<file path="src/rtl/ram_bus_arbiter_pkg.sv">
// Shared types and constants for the CPU/DMA data-RAM arbiter.
// Holds the FSM state encoding, the grant identifiers and the default bus widths.
package mpp_bus_pkg;

  localparam int DEF_ADDR_W = 16;
  localparam int DEF_DATA_W = 8;

  localparam logic GRANT_CPU = 1'b0;
  localparam logic GRANT_DMA = 1'b1;

  typedef enum logic [1:0] {
    IDLE   = 2'd0,
    SETUP  = 2'd1,
    ACCESS = 2'd2,
    DONE   = 2'd3
  } state_t;

endpackage

</file>
<file path="src/rtl/ram_bus_arbiter_if.sv">
// Bundle of the CPU and DMA request ports plus the RAM strobe bus.
// The arbiter connects through the slave modport; requesters and the RAM use the master modport.
interface ram_bus_arbiter_if
  import mpp_bus_pkg::*;
#(
  parameter int ADDR_W = DEF_ADDR_W,
  parameter int DATA_W = DEF_DATA_W
);

  logic              cpu_req;
  logic              cpu_we;
  logic [ADDR_W-1:0] cpu_addr;
  logic [DATA_W-1:0] cpu_wdata;
  logic [DATA_W-1:0] cpu_rdata;
  logic              cpu_ack;
  logic              cpu_stall;

  logic              dma_req;
  logic              dma_we;
  logic [ADDR_W-1:0] dma_addr;
  logic [DATA_W-1:0] dma_wdata;
  logic [DATA_W-1:0] dma_rdata;
  logic              dma_ack;

  logic              ram_cs;
  logic              ram_rd;
  logic              ram_wr;
  logic [ADDR_W-1:0] ram_addr;
  logic [DATA_W-1:0] ram_wdata;
  logic [DATA_W-1:0] ram_rdata;

  modport slave (
    input  cpu_req, cpu_we, cpu_addr, cpu_wdata,
    output cpu_rdata, cpu_ack, cpu_stall,
    input  dma_req, dma_we, dma_addr, dma_wdata,
    output dma_rdata, dma_ack,
    output ram_cs, ram_rd, ram_wr, ram_addr, ram_wdata,
    input  ram_rdata
  );

  modport master (
    output cpu_req, cpu_we, cpu_addr, cpu_wdata,
    input  cpu_rdata, cpu_ack, cpu_stall,
    output dma_req, dma_we, dma_addr, dma_wdata,
    input  dma_rdata, dma_ack,
    input  ram_cs, ram_rd, ram_wr, ram_addr, ram_wdata,
    output ram_rdata
  );

endinterface

</file>
<file path="src/rtl/ram_bus_arbiter_rr_arb2.sv">
// Two-requester round-robin picker; bit 0 is the CPU, bit 1 the DMA port.
// On a tie the requester that did not win last time is chosen.
module rr_arb2
  import mpp_bus_pkg::*;
(
  input  logic [1:0] req,
  input  logic       last_grant,
  output logic       gnt_valid,
  output logic       gnt_id
);

  always_comb begin
    gnt_valid = |req;
    gnt_id    = GRANT_CPU;
    if (req == 2'b11) begin
      gnt_id = ~last_grant;
    end else if (req[1]) begin
      gnt_id = GRANT_DMA;
    end
  end

endmodule

</file>
<file path="src/rtl/ram_bus_arbiter.sv">
// Shared data-RAM sequencer: grants one master at a time and walks it through
// IDLE -> SETUP -> ACCESS (WAIT_CYCLES) -> DONE with registered RAM strobes.
module ram_bus_arbiter
  import mpp_bus_pkg::*;
#(
  parameter int ADDR_W      = DEF_ADDR_W,
  parameter int DATA_W      = DEF_DATA_W,
  parameter int WAIT_CYCLES = 1
)(
  input logic              clk,
  input logic              rst,
  ram_bus_arbiter_if.slave bus
);

  localparam logic [3:0] CNT_LOAD = 4'(WAIT_CYCLES - 1);

  state_t            state_q, state_d;
  logic [3:0]        cnt_q, cnt_d;
  logic              grant_q, grant_d;
  logic              last_grant_q, last_grant_d;
  logic              we_q, we_d;
  logic              ram_cs_q, ram_cs_d;
  logic              ram_rd_q, ram_rd_d;
  logic              ram_wr_q, ram_wr_d;
  logic [ADDR_W-1:0] ram_addr_q, ram_addr_d;
  logic [DATA_W-1:0] ram_wdata_q, ram_wdata_d;
  logic [DATA_W-1:0] cpu_rdata_q, cpu_rdata_d;
  logic [DATA_W-1:0] dma_rdata_q, dma_rdata_d;
  logic              cpu_ack_q, cpu_ack_d;
  logic              dma_ack_q, dma_ack_d;

  logic              gnt_valid;
  logic              gnt_id;

  rr_arb2 u_rr_arb2 (
    .req        ({bus.dma_req, bus.cpu_req}),
    .last_grant (last_grant_q),
    .gnt_valid  (gnt_valid),
    .gnt_id     (gnt_id)
  );

  // Outputs are computed for the next state so every strobe leaves a flop.
  always_comb begin
    state_d      = state_q;
    cnt_d        = cnt_q;
    grant_d      = grant_q;
    last_grant_d = last_grant_q;
    we_d         = we_q;
    ram_addr_d   = ram_addr_q;
    ram_wdata_d  = ram_wdata_q;
    cpu_rdata_d  = cpu_rdata_q;
    dma_rdata_d  = dma_rdata_q;
    ram_cs_d     = 1'b0;
    ram_rd_d     = 1'b0;
    ram_wr_d     = 1'b0;
    cpu_ack_d    = 1'b0;
    dma_ack_d    = 1'b0;

    case (state_q)
      IDLE: begin
        if (gnt_valid) begin
          state_d  = SETUP;
          grant_d  = gnt_id;
          ram_cs_d = 1'b1;
          if (gnt_id == GRANT_DMA) begin
            we_d        = bus.dma_we;
            ram_addr_d  = bus.dma_addr;
            ram_wdata_d = bus.dma_wdata;
          end else begin
            we_d        = bus.cpu_we;
            ram_addr_d  = bus.cpu_addr;
            ram_wdata_d = bus.cpu_wdata;
          end
        end
      end
      SETUP: begin
        state_d  = ACCESS;
        cnt_d    = CNT_LOAD;
        ram_cs_d = 1'b1;
        ram_rd_d = ~we_q;
        ram_wr_d = we_q;
      end
      ACCESS: begin
        if (cnt_q == 4'd0) begin
          state_d      = DONE;
          last_grant_d = grant_q;
          if (grant_q == GRANT_DMA) begin
            dma_ack_d = 1'b1;
            if (!we_q) dma_rdata_d = bus.ram_rdata;
          end else begin
            cpu_ack_d = 1'b1;
            if (!we_q) cpu_rdata_d = bus.ram_rdata;
          end
        end else begin
          cnt_d    = cnt_q - 4'd1;
          ram_cs_d = 1'b1;
          ram_rd_d = ~we_q;
          ram_wr_d = we_q;
        end
      end
      DONE: begin
        state_d = IDLE;
      end
    endcase
  end

  always_ff @(posedge clk) begin
    if (rst) begin
      state_q      <= IDLE;
      cnt_q        <= 4'd0;
      grant_q      <= GRANT_CPU;
      last_grant_q <= GRANT_DMA;
      we_q         <= 1'b0;
      ram_cs_q     <= 1'b0;
      ram_rd_q     <= 1'b0;
      ram_wr_q     <= 1'b0;
      ram_addr_q   <= '0;
      ram_wdata_q  <= '0;
      cpu_rdata_q  <= '0;
      dma_rdata_q  <= '0;
      cpu_ack_q    <= 1'b0;
      dma_ack_q    <= 1'b0;
    end else begin
      state_q      <= state_d;
      cnt_q        <= cnt_d;
      grant_q      <= grant_d;
      last_grant_q <= last_grant_d;
      we_q         <= we_d;
      ram_cs_q     <= ram_cs_d;
      ram_rd_q     <= ram_rd_d;
      ram_wr_q     <= ram_wr_d;
      ram_addr_q   <= ram_addr_d;
      ram_wdata_q  <= ram_wdata_d;
      cpu_rdata_q  <= cpu_rdata_d;
      dma_rdata_q  <= dma_rdata_d;
      cpu_ack_q    <= cpu_ack_d;
      dma_ack_q    <= dma_ack_d;
    end
  end

  assign bus.ram_cs    = ram_cs_q;
  assign bus.ram_rd    = ram_rd_q;
  assign bus.ram_wr    = ram_wr_q;
  assign bus.ram_addr  = ram_addr_q;
  assign bus.ram_wdata = ram_wdata_q;
  assign bus.cpu_rdata = cpu_rdata_q;
  assign bus.dma_rdata = dma_rdata_q;
  assign bus.cpu_ack   = cpu_ack_q;
  assign bus.dma_ack   = dma_ack_q;
  assign bus.cpu_stall = bus.cpu_req & ~cpu_ack_q;

endmodule

</file>
<file path="src/flat_wrapper.sv">
// flat-port wrapper written by rule: the top's interface ports become plain ports
module ram_bus_arbiter_flat import mpp_bus_pkg::*;
#(
  parameter int ADDR_W      = DEF_ADDR_W,
  parameter int DATA_W      = DEF_DATA_W,
  parameter int WAIT_CYCLES = 1
)
  (clk, rst, bus_cpu_req, bus_cpu_we, bus_cpu_addr, bus_cpu_wdata, bus_cpu_rdata, bus_cpu_ack, bus_cpu_stall, bus_dma_req, bus_dma_we, bus_dma_addr, bus_dma_wdata, bus_dma_rdata, bus_dma_ack, bus_ram_cs, bus_ram_rd, bus_ram_wr, bus_ram_addr, bus_ram_wdata, bus_ram_rdata);
  ram_bus_arbiter_if #(.ADDR_W(ADDR_W), .DATA_W(DATA_W)) bus_i ();
  input logic clk;
  input logic rst;
  input wire logic [$bits(bus_i.cpu_req)-1:0] bus_cpu_req;
  input wire logic [$bits(bus_i.cpu_we)-1:0] bus_cpu_we;
  input wire logic [$bits(bus_i.cpu_addr)-1:0] bus_cpu_addr;
  input wire logic [$bits(bus_i.cpu_wdata)-1:0] bus_cpu_wdata;
  output wire logic [$bits(bus_i.cpu_rdata)-1:0] bus_cpu_rdata;
  output wire logic [$bits(bus_i.cpu_ack)-1:0] bus_cpu_ack;
  output wire logic [$bits(bus_i.cpu_stall)-1:0] bus_cpu_stall;
  input wire logic [$bits(bus_i.dma_req)-1:0] bus_dma_req;
  input wire logic [$bits(bus_i.dma_we)-1:0] bus_dma_we;
  input wire logic [$bits(bus_i.dma_addr)-1:0] bus_dma_addr;
  input wire logic [$bits(bus_i.dma_wdata)-1:0] bus_dma_wdata;
  output wire logic [$bits(bus_i.dma_rdata)-1:0] bus_dma_rdata;
  output wire logic [$bits(bus_i.dma_ack)-1:0] bus_dma_ack;
  output wire logic [$bits(bus_i.ram_cs)-1:0] bus_ram_cs;
  output wire logic [$bits(bus_i.ram_rd)-1:0] bus_ram_rd;
  output wire logic [$bits(bus_i.ram_wr)-1:0] bus_ram_wr;
  output wire logic [$bits(bus_i.ram_addr)-1:0] bus_ram_addr;
  output wire logic [$bits(bus_i.ram_wdata)-1:0] bus_ram_wdata;
  input wire logic [$bits(bus_i.ram_rdata)-1:0] bus_ram_rdata;
  assign bus_i.cpu_req = bus_cpu_req;
  assign bus_i.cpu_we = bus_cpu_we;
  assign bus_i.cpu_addr = bus_cpu_addr;
  assign bus_i.cpu_wdata = bus_cpu_wdata;
  assign bus_cpu_rdata = bus_i.cpu_rdata;
  assign bus_cpu_ack = bus_i.cpu_ack;
  assign bus_cpu_stall = bus_i.cpu_stall;
  assign bus_i.dma_req = bus_dma_req;
  assign bus_i.dma_we = bus_dma_we;
  assign bus_i.dma_addr = bus_dma_addr;
  assign bus_i.dma_wdata = bus_dma_wdata;
  assign bus_dma_rdata = bus_i.dma_rdata;
  assign bus_dma_ack = bus_i.dma_ack;
  assign bus_ram_cs = bus_i.ram_cs;
  assign bus_ram_rd = bus_i.ram_rd;
  assign bus_ram_wr = bus_i.ram_wr;
  assign bus_ram_addr = bus_i.ram_addr;
  assign bus_ram_wdata = bus_i.ram_wdata;
  assign bus_i.ram_rdata = bus_ram_rdata;
  ram_bus_arbiter #(.ADDR_W(ADDR_W), .DATA_W(DATA_W), .WAIT_CYCLES(WAIT_CYCLES)) u_core (.clk(clk), .rst(rst), .bus(bus_i));
endmodule
</file>
<file path="config.mk">
export PLATFORM = sky130hd
export DESIGN_NAME = ram_bus_arbiter_flat
export DESIGN_NICKNAME = d
export VERILOG_FILES = /design/src/rtl/ram_bus_arbiter_pkg.sv /design/src/rtl/ram_bus_arbiter_if.sv /design/src/rtl/ram_bus_arbiter_rr_arb2.sv /design/src/rtl/ram_bus_arbiter.sv /design/src/flat_wrapper.sv
export SDC_FILE = /design/constraint.sdc
export NUM_CORES = 1
export LEC_CHECK = 0
export CORE_MARGIN = 2
export CORE_UTILIZATION = 45
export CTS_BUF_LIST = sky130_fd_sc_hd__clkbuf_4 sky130_fd_sc_hd__clkbuf_8 sky130_fd_sc_hd__clkbuf_16
export CTS_CLUSTER_DIAMETER = 100
export DETAILED_ROUTE_END_ITERATION = 8
export PLACE_DENSITY = 0.81
export SLEW_MARGIN = 20
export SYNTH_ARGS = -nofsm -noshare
export SYNTH_HDL_FRONTEND = slang
export SYNTH_SLANG_ARGS = --single-unit
</file>
<file path="constraint.sdc">
create_clock -name clk -period 2.9 [get_ports clk]
set_clock_uncertainty 0.1 [all_clocks]
set_input_delay 0.58 -clock clk [delete_from_list [all_inputs] [get_ports clk]]
set_output_delay 0.58 -clock clk [all_outputs]
set_load 0.02 [all_outputs]
</file>
## Yosys cells after proc, flatten, opt, wreduce, memory -nomap -nowiden

Cells that the tools add are included.

- Bits in registers: 54
- Bits of input ports: 62
- Logic and storage cells: 59

- $add $sub $neg: 1
- Eq/ne operators: 7
- Multiplexer cells: 19
- Bitwise gates (word level): 7
- Reductions and logical operators: 11

Operator list:

| kind | count |
|---|---|
| 2-to-1 mux 16 bit | 1 |
| 2-to-1 mux 1 bit | 9 |
| 2-to-1 mux 8 bit | 1 |
| case mux 2 bit (4 select lines) | 1 |
| case mux 4 bit (2 select lines) | 1 |
| AND reduction 2 bit | 4 |
| AND reduction 4 bit | 2 |
| equality test 2 bit, second input constant | 3 |
| NOT 1 bit | 6 |
| zero test 4 bit | 1 |
| 2-to-1 mux 2 bit | 2 |
| 2-to-1 mux 4 bit | 1 |
| inequality test 2 x 1 -> 1 bit, second input constant | 2 |
| case mux 1 bit (2 select lines) | 2 |
| subtractor 4 x 1 -> 4 bit, second input constant | 1 |
| case mux 1 bit (3 select lines) | 1 |
| OR reduction 3 bit | 1 |
| equality test 2 x 1 -> 1 bit, second input constant | 1 |
| zero test 2 bit | 1 |
| inequality test 2 bit, second input constant | 1 |
| nonzero test 2 bit | 1 |
| OR reduction 2 bit | 1 |
| bitwise AND 1 bit | 1 |

## Logic depth before layout (Yosys ltp)

- Word-level depth: 3
- Gate-level depth with buffers: 7
- Mapped depth without buffers: 5

## Cells and area by module

From an unflattened synthesis, not the netlist that was laid out.

- Cells, all modules: 244
- Area total of the unflattened synthesis: 2411.1 µm²

By module, submodules not included:

| module | times used | cells an instance | area each (µm²) | sequential area each (µm²) |
|---|---|---|---|---|
| ram_bus_arbiter | 1 | 242 | 2397.3 | 1081.0 |
| rr_arb2 | 1 | 2 | 13.8 | 0.0 |

## Least setup slack after synthesis

No wires, ideal clock.

- Kind: register to register
- From: register u_core.state_q[0]
- To: register u_core.dma_rdata_q[0] (netlist: u_core.bus.dma_rdata[0])
- Arrival: 1515 ps
- Data required time: 2728 ps
- Slack: 1214 ps
- Stages on the path, launching flop included: 8
- Path buffers: 2
- Cell sequence: dfxtp_1 -> inv_1 -> ha_1 -> buf_2 -> nor4b_2 -> and3_1 -> buf_2 -> mux2i_1

- Cells in the longest elaborated chain, start to end: 2

RTL lines:

| element | RTL line | source |
|---|---|---|
| start, declared | ram_bus_arbiter.sv:17 | `state_t state_q, state_d;` |
| start signal, assigned | ram_bus_arbiter.sv:124 | `state_q <= state_d;` |
| equality test 2 bit | ram_bus_arbiter.sv:59 | `case (state_q)` |
| AND reduction 4 bit (no line) | n/a |  |
| end signal, assigned | ram_bus_arbiter.sv:135 | `dma_rdata_q <= dma_rdata_d;` |
| end, declared | ram_bus_arbiter.sv:28 | `logic [DATA_W-1:0] dma_rdata_q, dma_rdata_d;` |

No other way between the ends.
A chain may end at the register's enable or synchronous reset.

## Worst setup path after layout

- From: input port bus_cpu_req
- To: output port bus_cpu_stall

- Cells in the longest elaborated chain, start to end: 1

RTL lines:

| element | RTL line | source |
|---|---|---|
| start, declared | flat_wrapper.sv:12 | `input wire logic [$bits(bus_i.cpu_req)-1:0] bus_cpu_req;` |
| bitwise AND 1 bit | ram_bus_arbiter.sv:150 | `assign bus.cpu_stall = bus.cpu_req & ~cpu_ack_q;` |
| end, declared | flat_wrapper.sv:18 | `output wire logic [$bits(bus_i.cpu_stall)-1:0] bus_cpu_stall;` |

No other way between the ends.

==> flow_metrics.tcl <==
set metrics [dict create \
    outcome "finished clean" \
    power_density_nw_per_um2 765 \
    drive_gt1_share_pct 5.22 \
    fin_setup_tns_ns 0 \
    diodes 0 \
    slew_violations 0 \
    synth_area_um2 2430 \
    ir_drop_mv 0.369 \
    internal-power_mw 1.74 \
    clock-sinks 54 \
    viasPerCell 5.00 \
    clk_pin_slew_worst_paths_ns 0.09 \
    seq_power_share_pct 37.6 \
    netlist.area_leader.share_pct 44.4 \
    drtIter0Drc 109 \
    synth_area_leaders "dfxtp_1 (44%), mux2i_1 (17%), a211oi_1 (8.0%), nand2b_1 (6.7%), nor2_1 (4.3%)" \
    antenna_found_initial 0 \
    synthXorXnorAreaFrac_pct 0 \
    tritoncts.num_buffers 5 \
    crit_required_ns 2.22 \
    fmaxAchievable_ghz 0.398 \
    dieHeight_um 77.5 \
    p_sw_share_pct 37.4 \
    drtAntennaViolNets 0 \
    ctsHoldBuffers 0 \
    clockBufferDepth 2 \
    stdcell_count 415 \
    synthArstFlopShare_pct 0 \
    synth_nets 314 \
    postLayoutCellArea_um2 3630 \
    synthFlopType "dfxtp_1" \
    yosysMostFrequentCell "dfxtp_1" \
    grt_max_degree 53 \
    place_inst 407 \
    reg2reg_to "u_core.bus.dma_rdata[0]" \
    combinationalPowerShare_pct 47.0 \
    muxShareOfSynthArea_pct 17.3 \
    area_growth_pct 49.1 \
    rsz0062_at_grt "false" \
    hold_viol_final 0 \
    critPathLaunchType "primary input" \
    grtUsageTotal_pct 18.6 \
    finalWirelength_um 5390 \
    slew_headroom_pct 45.4 \
    dp_hpwl_um 4120 \
    cts_tree "done" \
    rows 26 \
    synth.distinct_cells 34 \
    finalSetupViolations 0 \
    drc 0 \
    die-area_um2 6010 \
    gp_congestion 0.790 \
    syn_inst 245 \
    cts-root-buf "clkbuf_8" \
    min_from "u_core.bus.dma_rdata[6]" \
    fin_util_pct 70.1 \
    synth_top_family_by_area "multiplexers" \
    clk-insertion-delay-late_ns 0.30 \
    wl_per_cell_um 13.0 \
    grt_pass1_vias 1968 \
    first_pass_iters 4 \
    yosys.area_share.simple_pct 17.1 \
    synth_commonest_cells "dfxtp_1 (54), mux2i_1 (42), nor2_1 (28)" \
    synth_fa_ha_area_share_pct 3.60 \
    reg2reg_slack_ns 0.91 \
    htreeDepth 2 \
    post_cts_buffers 0 \
    timing.final.ws_setup_ns 0.384 \
    io_buffers 107 \
    dieWidth_um 77.5 \
    grt_pass1_wl_um 9030 \
    vias 2074 \
    synth-seq-cells 54 \
    initial_utilization_pct 47.0 \
    worstHoldEndpoint "u_core.bus.dma_rdata[6]" \
    ys_warn_count 0 \
    power.leakage_nw 1.38 \
    end_kind "output port" \
    worst_slew_pin_slew_ns 0.819 \
    place_ws_ns 0.365 \
    cp.arrival_ns 1.84 \
    synth_top_cell_by_area "dfxtp_1" \
    rr_worst_depth 5 \
    drv_cap 0 \
    yosysSeqAreaShare_pct 44.4 \
    dpl_cell_area_um2 3530 \
    gr-total-overflow 0 \
    holdCritPathClass "reg -> reg" \
    synth_compound_area_share_pct 12.8 \
    pwr-share-clk_pct 15.4 \
    r2r-start "u_core.state_q[0]" \
    whs_path_depth 2 \
    synth_edf_count 0 \
    ctsResizeCount 0 \
    worstSetupPathType "in -> out" \
    min_period_ns 2.52 \
    core_um2 5170 \
    synth_area_per_cell_um2 9.93 \
    io_pins 108 \
    power.switching_mw 1.04 \
    nets 413 \
    critPathMaxFanout 2 \
    fin_crit_sh_pct 86.7 \
]
## how the worst max path moves through the flow
stage | from | end | slack [ns] | cells after the start
floorplan | u_core.state_q[0] | u_core.bus.dma_rdata[0] | 1.21 | 7
global placement | bus_cpu_req | bus_cpu_stall | 0.37 | 3
detailed placement | bus_cpu_req | bus_cpu_stall | 0.37 | 3
CTS | bus_cpu_req | bus_cpu_stall | 0.37 | 3
global route | bus_cpu_req | bus_cpu_stall | 0.33 | 3
finish | bus_cpu_req | bus_cpu_stall | 0.38 | 3
## placed cells by master, fill, tap and decap left out
cell               n
nor2_1            28
buf_2              1
nand4_1            2
o21a_1             1
a21bo_2            1
a211o_1            3
nor3_1             4
nand2b_1          26
and3_1             2
ha_1               7
nand3b_1           1
a21oi_1            2
o21ai_0            2
a221oi_2           1
nand3_1            3
nor3b_1            1
buf_4              4
mux2i_1           42
or3b_1             1
clkinv_2           1
clkdlybuf4s50_1  106
o31ai_1            2
a21boi_4           1
a22oi_1            1
nand4bb_1          1
nor2b_1            4
clkbuf_8           6
nand2_1            1
a31oi_1            1
nor4b_2            1
or3b_2             1
inv_1              6
clkinvlp_4         1
a211oi_1          26
dfxtp_1           54
## flip-flops by register name, indices dropped and copies added, names as in the netlist, 2 cells and up
name / cells
u_core.bus.cpu_rdata: 8
u_core.bus.dma_rdata: 8
u_core.bus.ram_addr: 16
u_core.bus.ram_wdata: 8
u_core.cnt_q: 4
u_core.state_q: 2
## cells by family (layout without fill, tap and decap cells)
| group | after synthesis | in the layout |
|---|---|---|
| AND/OR/NAND/NOR | 76 | 76 |
| flip-flops | 54 | 54 |
| multiplexers | 42 | 42 |
| AO/OA/AOI/OAI | 41 | 41 |
| buffers and inverters | 25 | 125 |
| adder cells (fa/ha/maj) | 7 | 7 |
## area by class of cell
class / count / area [µm²]
flip-flops and latches: 54 / 1080
repair buffers: 111 / 1100
multi-input cells: 166 / 1240
clock inverters: 2 / 12.5
inverters: 6 / 22.5
clock buffers: 6 / 82.6
fillers: 412 / 1550
well taps: 70 / 87.6
## stage by stage
step	hold WS, ns	total power [mW]
finish	0.378	2.78
global route	0.405	2.98
CTS	0.381	2.80
detailed placement	0.366	2.37
global placement	0.358	2.35
floorplan	0.336	1.86
## layer usage
metal	track usage (%)	share of wire [%]
met5	0	0
met4	4.82	1.1
met3	9.19	12
met2	30.3	45
met1	21.8	42
## critical path, stage by stage
cell and delay [ns]:
clkdlybuf4s50_1 0.51, nor2b_1 0.14, clkdlybuf4s50_1 0.61
## power groups by stage
| stage | Clock (mW) | Sequential, mW | Combinational (mW) |
|---|---|---|---|
| CTS | 0.443 | 1.04 | 1.32 |
| detailed placement | 0 | 1.06 | 1.31 |
| global route | 0.479 | 1.07 | 1.44 |
| finish | 0.427 | 1.04 | 1.31 |
| global placement | 0 | 1.05 | 1.29 |
| floorplan | 0 | 1.24 | 0.614 |
No activity file was read; power rests on OpenSTA's default activity.
